**src/rtl/img_row_ring_wr_pkg.sv**
```systemverilog
// Shared constants for the camera row-ring writer: frame geometry, FSM encoding
// and the BRAM address packing used by both ring channels.
package img_row_ring_wr_pkg;

  localparam int DEF_IMG_W = 640;
  localparam int DEF_IMG_H = 480;
  localparam int RING_ROWS = 8;

  // One-hot write FSM encoding; the spare fourth bit keeps the legacy 4-bit width.
  localparam logic [3:0] ST_IDLE      = 4'b0001;
  localparam logic [3:0] ST_ROW_WR    = 4'b0010;
  localparam logic [3:0] ST_RING_FULL = 4'b0100;

  // Each channel holds four ring rows; slot[0] picks the channel, slot[2:1] the row inside it.
  function automatic logic [11:0] pack_addr(input logic [1:0] slot_sel, input logic [9:0] col);
    return {slot_sel, col};
  endfunction

endpackage

```
**src/rtl/img_row_ring_wr_row_ring_occ.sv**
```systemverilog
// Ring occupancy and descriptor queue: tracks completed-but-unreleased rows, the
// read pointer / head row number, and how many descriptors the consumer may see.
module row_ring_occ
  import img_row_ring_wr_pkg::*;
(
  input  logic       clk,
  input  logic       rst,
  input  logic       flush,
  input  logic       row_done,
  input  logic       frame_last,
  input  logic       pop_req,
  output logic       pop_ok,
  output logic       full_next,
  output logic       empty,
  output logic [2:0] rd_slot,
  output logic [8:0] head_row
);

  logic [3:0] occ;
  logic [3:0] occ_next;
  logic [3:0] visible;
  logic       frame_done;

  // A row is only published once its successor exists, except the last row of a frame.
  always_comb begin
    visible   = frame_done ? occ : ((occ != 4'd0) ? occ - 4'd1 : 4'd0);
    empty     = (visible == 4'd0);
    pop_ok    = pop_req & ~empty;
    occ_next  = occ;
    if (row_done & ~pop_ok)
      occ_next = occ + 4'd1;
    else if (~row_done & pop_ok)
      occ_next = occ - 4'd1;
    full_next = (occ_next == 4'(RING_ROWS));
  end

  always_ff @(posedge clk or posedge rst) begin
    if (rst) begin
      occ        <= 4'd0;
      rd_slot    <= 3'd0;
      head_row   <= 9'd0;
      frame_done <= 1'b0;
    end else if (flush) begin
      occ        <= {3'b000, row_done};
      rd_slot    <= 3'd0;
      head_row   <= 9'd0;
      frame_done <= frame_last;
    end else begin
      occ <= occ_next;
      if (pop_ok) begin
        rd_slot  <= rd_slot + 3'd1;
        head_row <= head_row + 9'd1;
      end
      if (frame_last)
        frame_done <= 1'b1;
    end
  end

endmodule

```
**src/rtl/img_row_ring_wr.sv**
```systemverilog
// Camera-to-BRAM row ring writer: places each image row into an 8-slot ring split
// over two channels and back-pressures the camera while every slot is still held.
module img_row_ring_wr
  import img_row_ring_wr_pkg::*;
#(
  parameter int IMG_W = DEF_IMG_W,
  parameter int IMG_H = DEF_IMG_H
) (
  input  logic        clk,
  input  logic        frst,
  input  logic [23:0] i_pix_rgb,
  input  logic        i_pix_vld,
  input  logic        i_pix_sof,
  output logic        o_pix_rdy,
  output logic [11:0] o_ch0_waddr,
  output logic [31:0] o_ch0_wdata,
  output logic        o_ch0_we,
  output logic [11:0] o_ch1_waddr,
  output logic [31:0] o_ch1_wdata,
  output logic        o_ch1_we,
  output logic [2:0]  o_8row_id,
  output logic [8:0]  o_8row_h,
  output logic        o_8row_empty,
  input  logic        i_8row_re,
  output logic        o_frame_err
);

  logic [3:0] state;
  logic [3:0] state_next;
  logic [9:0] col;
  logic [8:0] row;
  logic [2:0] wr_slot;
  logic       accept;
  logic       sof_acc;
  logic       wr_en;
  logic [2:0] w_slot;
  logic [9:0] w_col;
  logic [8:0] w_row;
  logic       row_done;
  logic       frame_last;
  logic       pop_ok;
  logic       full_next;

  // An accepted SOF always restarts the frame at slot 0 / row 0 / col 0.
  always_comb begin
    accept     = i_pix_vld & o_pix_rdy;
    sof_acc    = accept & i_pix_sof;
    wr_en      = sof_acc | (accept & (state == ST_ROW_WR));
    w_slot     = sof_acc ? 3'd0  : wr_slot;
    w_col      = sof_acc ? 10'd0 : col;
    w_row      = sof_acc ? 9'd0  : row;
    row_done   = wr_en & (w_col == 10'(IMG_W - 1));
    frame_last = row_done & (w_row == 9'(IMG_H - 1));
  end

  always_comb begin
    state_next = state;
    case (state)
      ST_IDLE:      if (sof_acc) state_next = ST_ROW_WR;
      ST_ROW_WR:    state_next = ST_ROW_WR;
      ST_RING_FULL: if (pop_ok) state_next = ST_ROW_WR;
      default:      state_next = ST_IDLE;
    endcase
    if (row_done) begin
      if (frame_last)
        state_next = ST_IDLE;
      else if (full_next)
        state_next = ST_RING_FULL;
      else
        state_next = ST_ROW_WR;
    end
  end

  // Ready is registered from the next state so it stays low while reset is held.
  always_ff @(posedge clk or posedge frst) begin
    if (frst) begin
      state       <= ST_IDLE;
      o_pix_rdy   <= 1'b0;
      o_frame_err <= 1'b0;
      col         <= 10'd0;
      row         <= 9'd0;
      wr_slot     <= 3'd0;
    end else begin
      state     <= state_next;
      o_pix_rdy <= (state_next != ST_RING_FULL);
      if (sof_acc && (state != ST_IDLE))
        o_frame_err <= 1'b1;
      if (wr_en) begin
        if (w_col == 10'(IMG_W - 1)) begin
          col     <= 10'd0;
          row     <= w_row + 9'd1;
          wr_slot <= w_slot + 3'd1;
        end else begin
          col     <= w_col + 10'd1;
          row     <= w_row;
          wr_slot <= w_slot;
        end
      end
    end
  end

  always_ff @(posedge clk or posedge frst) begin
    if (frst) begin
      o_ch0_we    <= 1'b0;
      o_ch1_we    <= 1'b0;
      o_ch0_waddr <= 12'd0;
      o_ch1_waddr <= 12'd0;
      o_ch0_wdata <= 32'd0;
      o_ch1_wdata <= 32'd0;
    end else begin
      o_ch0_we <= wr_en & ~w_slot[0];
      o_ch1_we <= wr_en & w_slot[0];
      if (wr_en & ~w_slot[0]) begin
        o_ch0_waddr <= pack_addr(w_slot[2:1], w_col);
        o_ch0_wdata <= {8'h00, i_pix_rgb};
      end
      if (wr_en & w_slot[0]) begin
        o_ch1_waddr <= pack_addr(w_slot[2:1], w_col);
        o_ch1_wdata <= {8'h00, i_pix_rgb};
      end
    end
  end

  row_ring_occ u_occ (
    .clk        (clk),
    .rst        (frst),
    .flush      (sof_acc),
    .row_done   (row_done),
    .frame_last (frame_last),
    .pop_req    (i_8row_re),
    .pop_ok     (pop_ok),
    .full_next  (full_next),
    .empty      (o_8row_empty),
    .rd_slot    (o_8row_id),
    .head_row   (o_8row_h)
  );

endmodule

```
**config.mk**
```make
export PLATFORM = sky130hd
export DESIGN_NAME = img_row_ring_wr
export DESIGN_NICKNAME = d
export VERILOG_FILES = /design/src/rtl/img_row_ring_wr_pkg.sv /design/src/rtl/img_row_ring_wr_row_ring_occ.sv /design/src/rtl/img_row_ring_wr.sv
export SDC_FILE = /design/constraint.sdc
export NUM_CORES = 1
export LEC_CHECK = 0
export ABC_AREA = 1
export CORE_MARGIN = 3
export CORE_UTILIZATION = 45
export DETAILED_ROUTE_END_ITERATION = 16
export GPL_TIMING_DRIVEN = 0
export PLACE_DENSITY = 0.88
export REMOVE_ABC_BUFFERS = 1
export SLEW_MARGIN = 30
export SYNTH_ARGS = -nofsm -noshare
export SYNTH_HDL_FRONTEND = slang
export SYNTH_SLANG_ARGS = --single-unit
export TNS_END_PERCENT = 1
```
**constraint.sdc**
```tcl
create_clock -name clk -period 3.35 [get_ports clk]
set_input_delay 0.335 -clock clk [delete_from_list [all_inputs] [get_ports clk]]
set_output_delay 0.335 -clock clk [all_outputs]
set_load 0.05 [all_outputs]
```
==> flow_summary_export.csv <==
group,metric,value,unit
place,portBuffers,117,
critical_path,crit_path_end_kind,"output port",
yosys,synth.largest_area_cell,"dfrtp_1",
critical_path,r2r_start,"o_pix_rdy$_DFF_PP0_",
final_layout,mostFrequentLayoutCells,"nand2_1 (141), dfrtp_1 (118), clkdlybuf4s50_1 (117)",
drt,viasPerCell,4.94,
final_layout,utilization,62.9,%
critical_path,worstSetupPathType,"reg2out",
yosys,yosysWarningCount,0,
sta,rsz0062_at_grt,"false",
drt,ant_nets,0,
critical_path,crit_chain,"inv_1, ha_1, inv_1, nand2_1, nor2_1, nand3_1, nand2_1, nand2_2, inv_1, clkdlybuf4s50_1",
place,hpwl,8.15,mm
drt,routed_wl,12.0,mm
clock_network,ctsRootBufferMaster,"clkbuf_16",
yosys,synth-seq-cells,119,
final_layout,layout_commonest_cell,"nand2_1",
run_status,status,"complete, no violations",
yosys,synth-edff-count,0,
floorplanning,die_x,116,um
pwr,seq_power_share,35.0,%
sta,hold_viol,0,
critical_path,ff2ff_path_depth,15,
critical_path,cp_max_fo,5,
critical_path,worstPathArrival,2.49,ns
sta,drv_slew,0,
yosys,synth.top_cell.area_share,54.4,%
final_layout,fillCellCount,937,
final_layout,insertedDiodeCount,0,
clock_network,ctsHoldBuffers,0,
pwr,netSwitchingFraction,33.0,%
yosys,synth_cell_type_count,41,
yosys,ys_top_cells_by_area,"dfrtp_1 (54%), nand2_1 (9.8%), o21ai_0 (8.1%)",
global_route,grt_overflow,0,
clock_network,htreeDepth,4,
yosys,ys_seq_area_share,54.9,%
pwr,p_leak,3.48,nW
sta,tightestPinTransition,0.620,ns
clock_network,cts_tree,"built",
critical_path,cpMaxStageDelayCell,"clkdlybuf4s50_1",
global_route,grt_antenna_before_repair,0,
pwr,p_per_area,651,mW/mm2
clock_network,post_cts_buffers,0,
sta,finalSetupViolCount,0,
yosys,synthCells,596,
yosys,syn_avg_cell_area,9.10,um2
floorplanning,pin_count,134,
sta,slew_headroom,58.7,%
pwr,p_sw,1.57,mW
drt,dr_total_vias,4292,
yosys,async_reset_ff_share,100,%
floorplanning,placementRows,39,
drt,wire_per_inst,13.8,um
floorplanning,fp.dieArea,0.0134,mm2
global_route,grt_pass1_wl,20.2,mm
yosys,netlist_area,0.00543,mm2
final_layout,stdcell_area,0.00731,mm2
final_layout,multi_input_area,0.00197,mm2
drt,drcViolationCount,0,
pwr,p_clk_share,41.3,%
sta,whs,0.310,ns
pwr,p_int,3.19,mW
critical_path,critPathBufInv,4,
critical_path,worstReg2RegEnd,"o_pix_rdy$_DFF_PP0_",
clock_network,clock_path_buffers,2,
clock_network,cts_buffers,17,
floorplanning,start_util,46.7,%
global_route,grt_use_total,19.0,%
clock_network,clock_latency,0.41,ns
sta,period_needed,2.83,ns
job,drv_cap,0,
place,routabilityCongestion,0.805,
critical_path,max_stage_delay,0.79,ns
clock_network,cts_sinks,119,
drt,drtPass1Iterations,5,
sta,max_freq,354,MHz
critical_path,rrSetupSlack,0.69,ns
pwr,combinationalPowerShare,23.7,%
global_route,grt_max_degree,74,
global_route,grt_pass1_vias,4312,
final_layout,drive_gt1_share,9.37,%
hold_path,hp-class,"in2async",
sta,finalCritPeriodShare,84.3,%
final_layout,area_growth,34.6,%
critical_path,crit_cells,10,
critical_path,critPathTopFamily,"buffers and inverters",
pwr,ir_drop,0.311,mV
sta,fin_skew,0.0133,ns
drt,drtIter0Drc,351,
final_layout,layout.nets,749,
sta,finalSetupTns,0,ns
floorplanning,fp.coreArea,0.0116,mm2
final_layout,final-seq-area,0.00298,mm2
clock_network,path_clk_slew,0.06,ns
critical_path,critPathLaunch,"u_occ.occ[0]$_DFF_PP0_",
critical_path,cp.required,3.01,ns
critical_path,critPathMostFrequentCell,"inv_1",
yosys,synth_flop_cell,"dfrtp_1",
clock_network,cts.repair.resized,0,
critical_path,crit_end,"o_8row_empty",
place,place_area,0.00666,mm2
floorplanning,die_y,116,um
critical_path,worstSetupStartpointType,"register",
-- state kept, by name (all words and copies together) (netlist names) --
register          flops
row                   9
o_pix_rdy             1
o_ch0_we              1
u_occ.head_row        9
u_occ.rd_slot         3
o_ch0_waddr          12
wr_slot               3
u_occ.occ             4
o_frame_err           1
state                 4
o_ch1_we              1
o_ch0_wdata          24
col                  10
o_ch1_wdata          24
u_occ.frame_done      1
o_ch1_waddr          12
-- synthesized netlist by cell type (all sizes together), types with 2 or more instances --
cell	n
nand4	7
ha	7
buf	23
clkinv	2
nor3	6
clkbuf	14
nand2	146
xor2	19
inv	79
dfrtp	118
nand3	32
a21oi	7
o21ai	89
nor2	30
o22ai	5
o211ai	2
a31oi	2
-- worst min-delay path by stage --
stage / startpoint / end / slack [ns] / cells after the start
after floorplan: col[8]$_DFFE_PP0P_ / col[8]$_DFFE_PP0P_ / 0.47 / 2
after global placement: o_frame_err$_DFFE_PP0P_ / o_frame_err$_DFFE_PP0P_ / 0.45 / 1
after detailed placement: o_frame_err$_DFFE_PP0P_ / o_frame_err$_DFFE_PP0P_ / 0.45 / 1
after CTS: frst / u_occ.head_row[3]$_DFFE_PP0P_ / 0.31 / 2
after global routing: frst / u_occ.head_row[2]$_DFFE_PP0P_ / 0.33 / 2
final: frst / u_occ.head_row[3]$_DFFE_PP0P_ / 0.31 / 2
-- power by group through the flow --
stage | clock network [mW] | logic [mW] | registers (mW)
after floorplan | 0 | 0.527 | 1.95
after global placement | 0 | 1.11 | 1.68
after detailed placement | 0 | 1.13 | 1.69
after CTS | 2.00 | 1.14 | 1.66
after global routing | 2.08 | 1.24 | 1.68
final | 1.96 | 1.13 | 1.66
-- layer usage --
layer  share of wire [%]  GRT usage, %  routed length (um)  vias to the layer above
li1                    -             -                   -                     2113
met2                  52          33.2                6180                      110
met1                  43          23.0                5100                     2056
met5                   0             0                   0                        -
met3                 4.8          5.17                 572                       13
met4                0.90          5.96                 108                        0
-- logic make-up after synthesis --
group	count (synthesis)	synth area share (%)
buf+inv	118	9.91
xor+xnor	19	3.07
other cells	1	0.0691
simple gates	224	20.1
flops	119	54.9
compound gates	108	10.4
fa+ha+maj	7	1.61
-- cell type report --
| class | instances | area share (%) |
|---|---|---|
| Sequential cell | 119 | 40.8 |
| Multi-Input combinational cell | 375 | 27.0 |
| Timing Repair Buffer | 119 | 16.7 |
| Clock buffer | 17 | 5.82 |
| Inverter | 81 | 4.35 |
| Clock inverter | 15 | 2.96 |
| Tap cell | 143 | 2.45 |
-- through the flow --
step	instances	setup slack (ns)	total power [mW]
floorplan	575	-0.141	2.48
global placement	835	-1.78	2.79
detailed placement	837	0.246	2.82
CTS	869	0.494	4.80
global route	869	0.390	4.99
finish	869	0.525	4.75
Note: power is estimated with default switching activity, not from simulation.
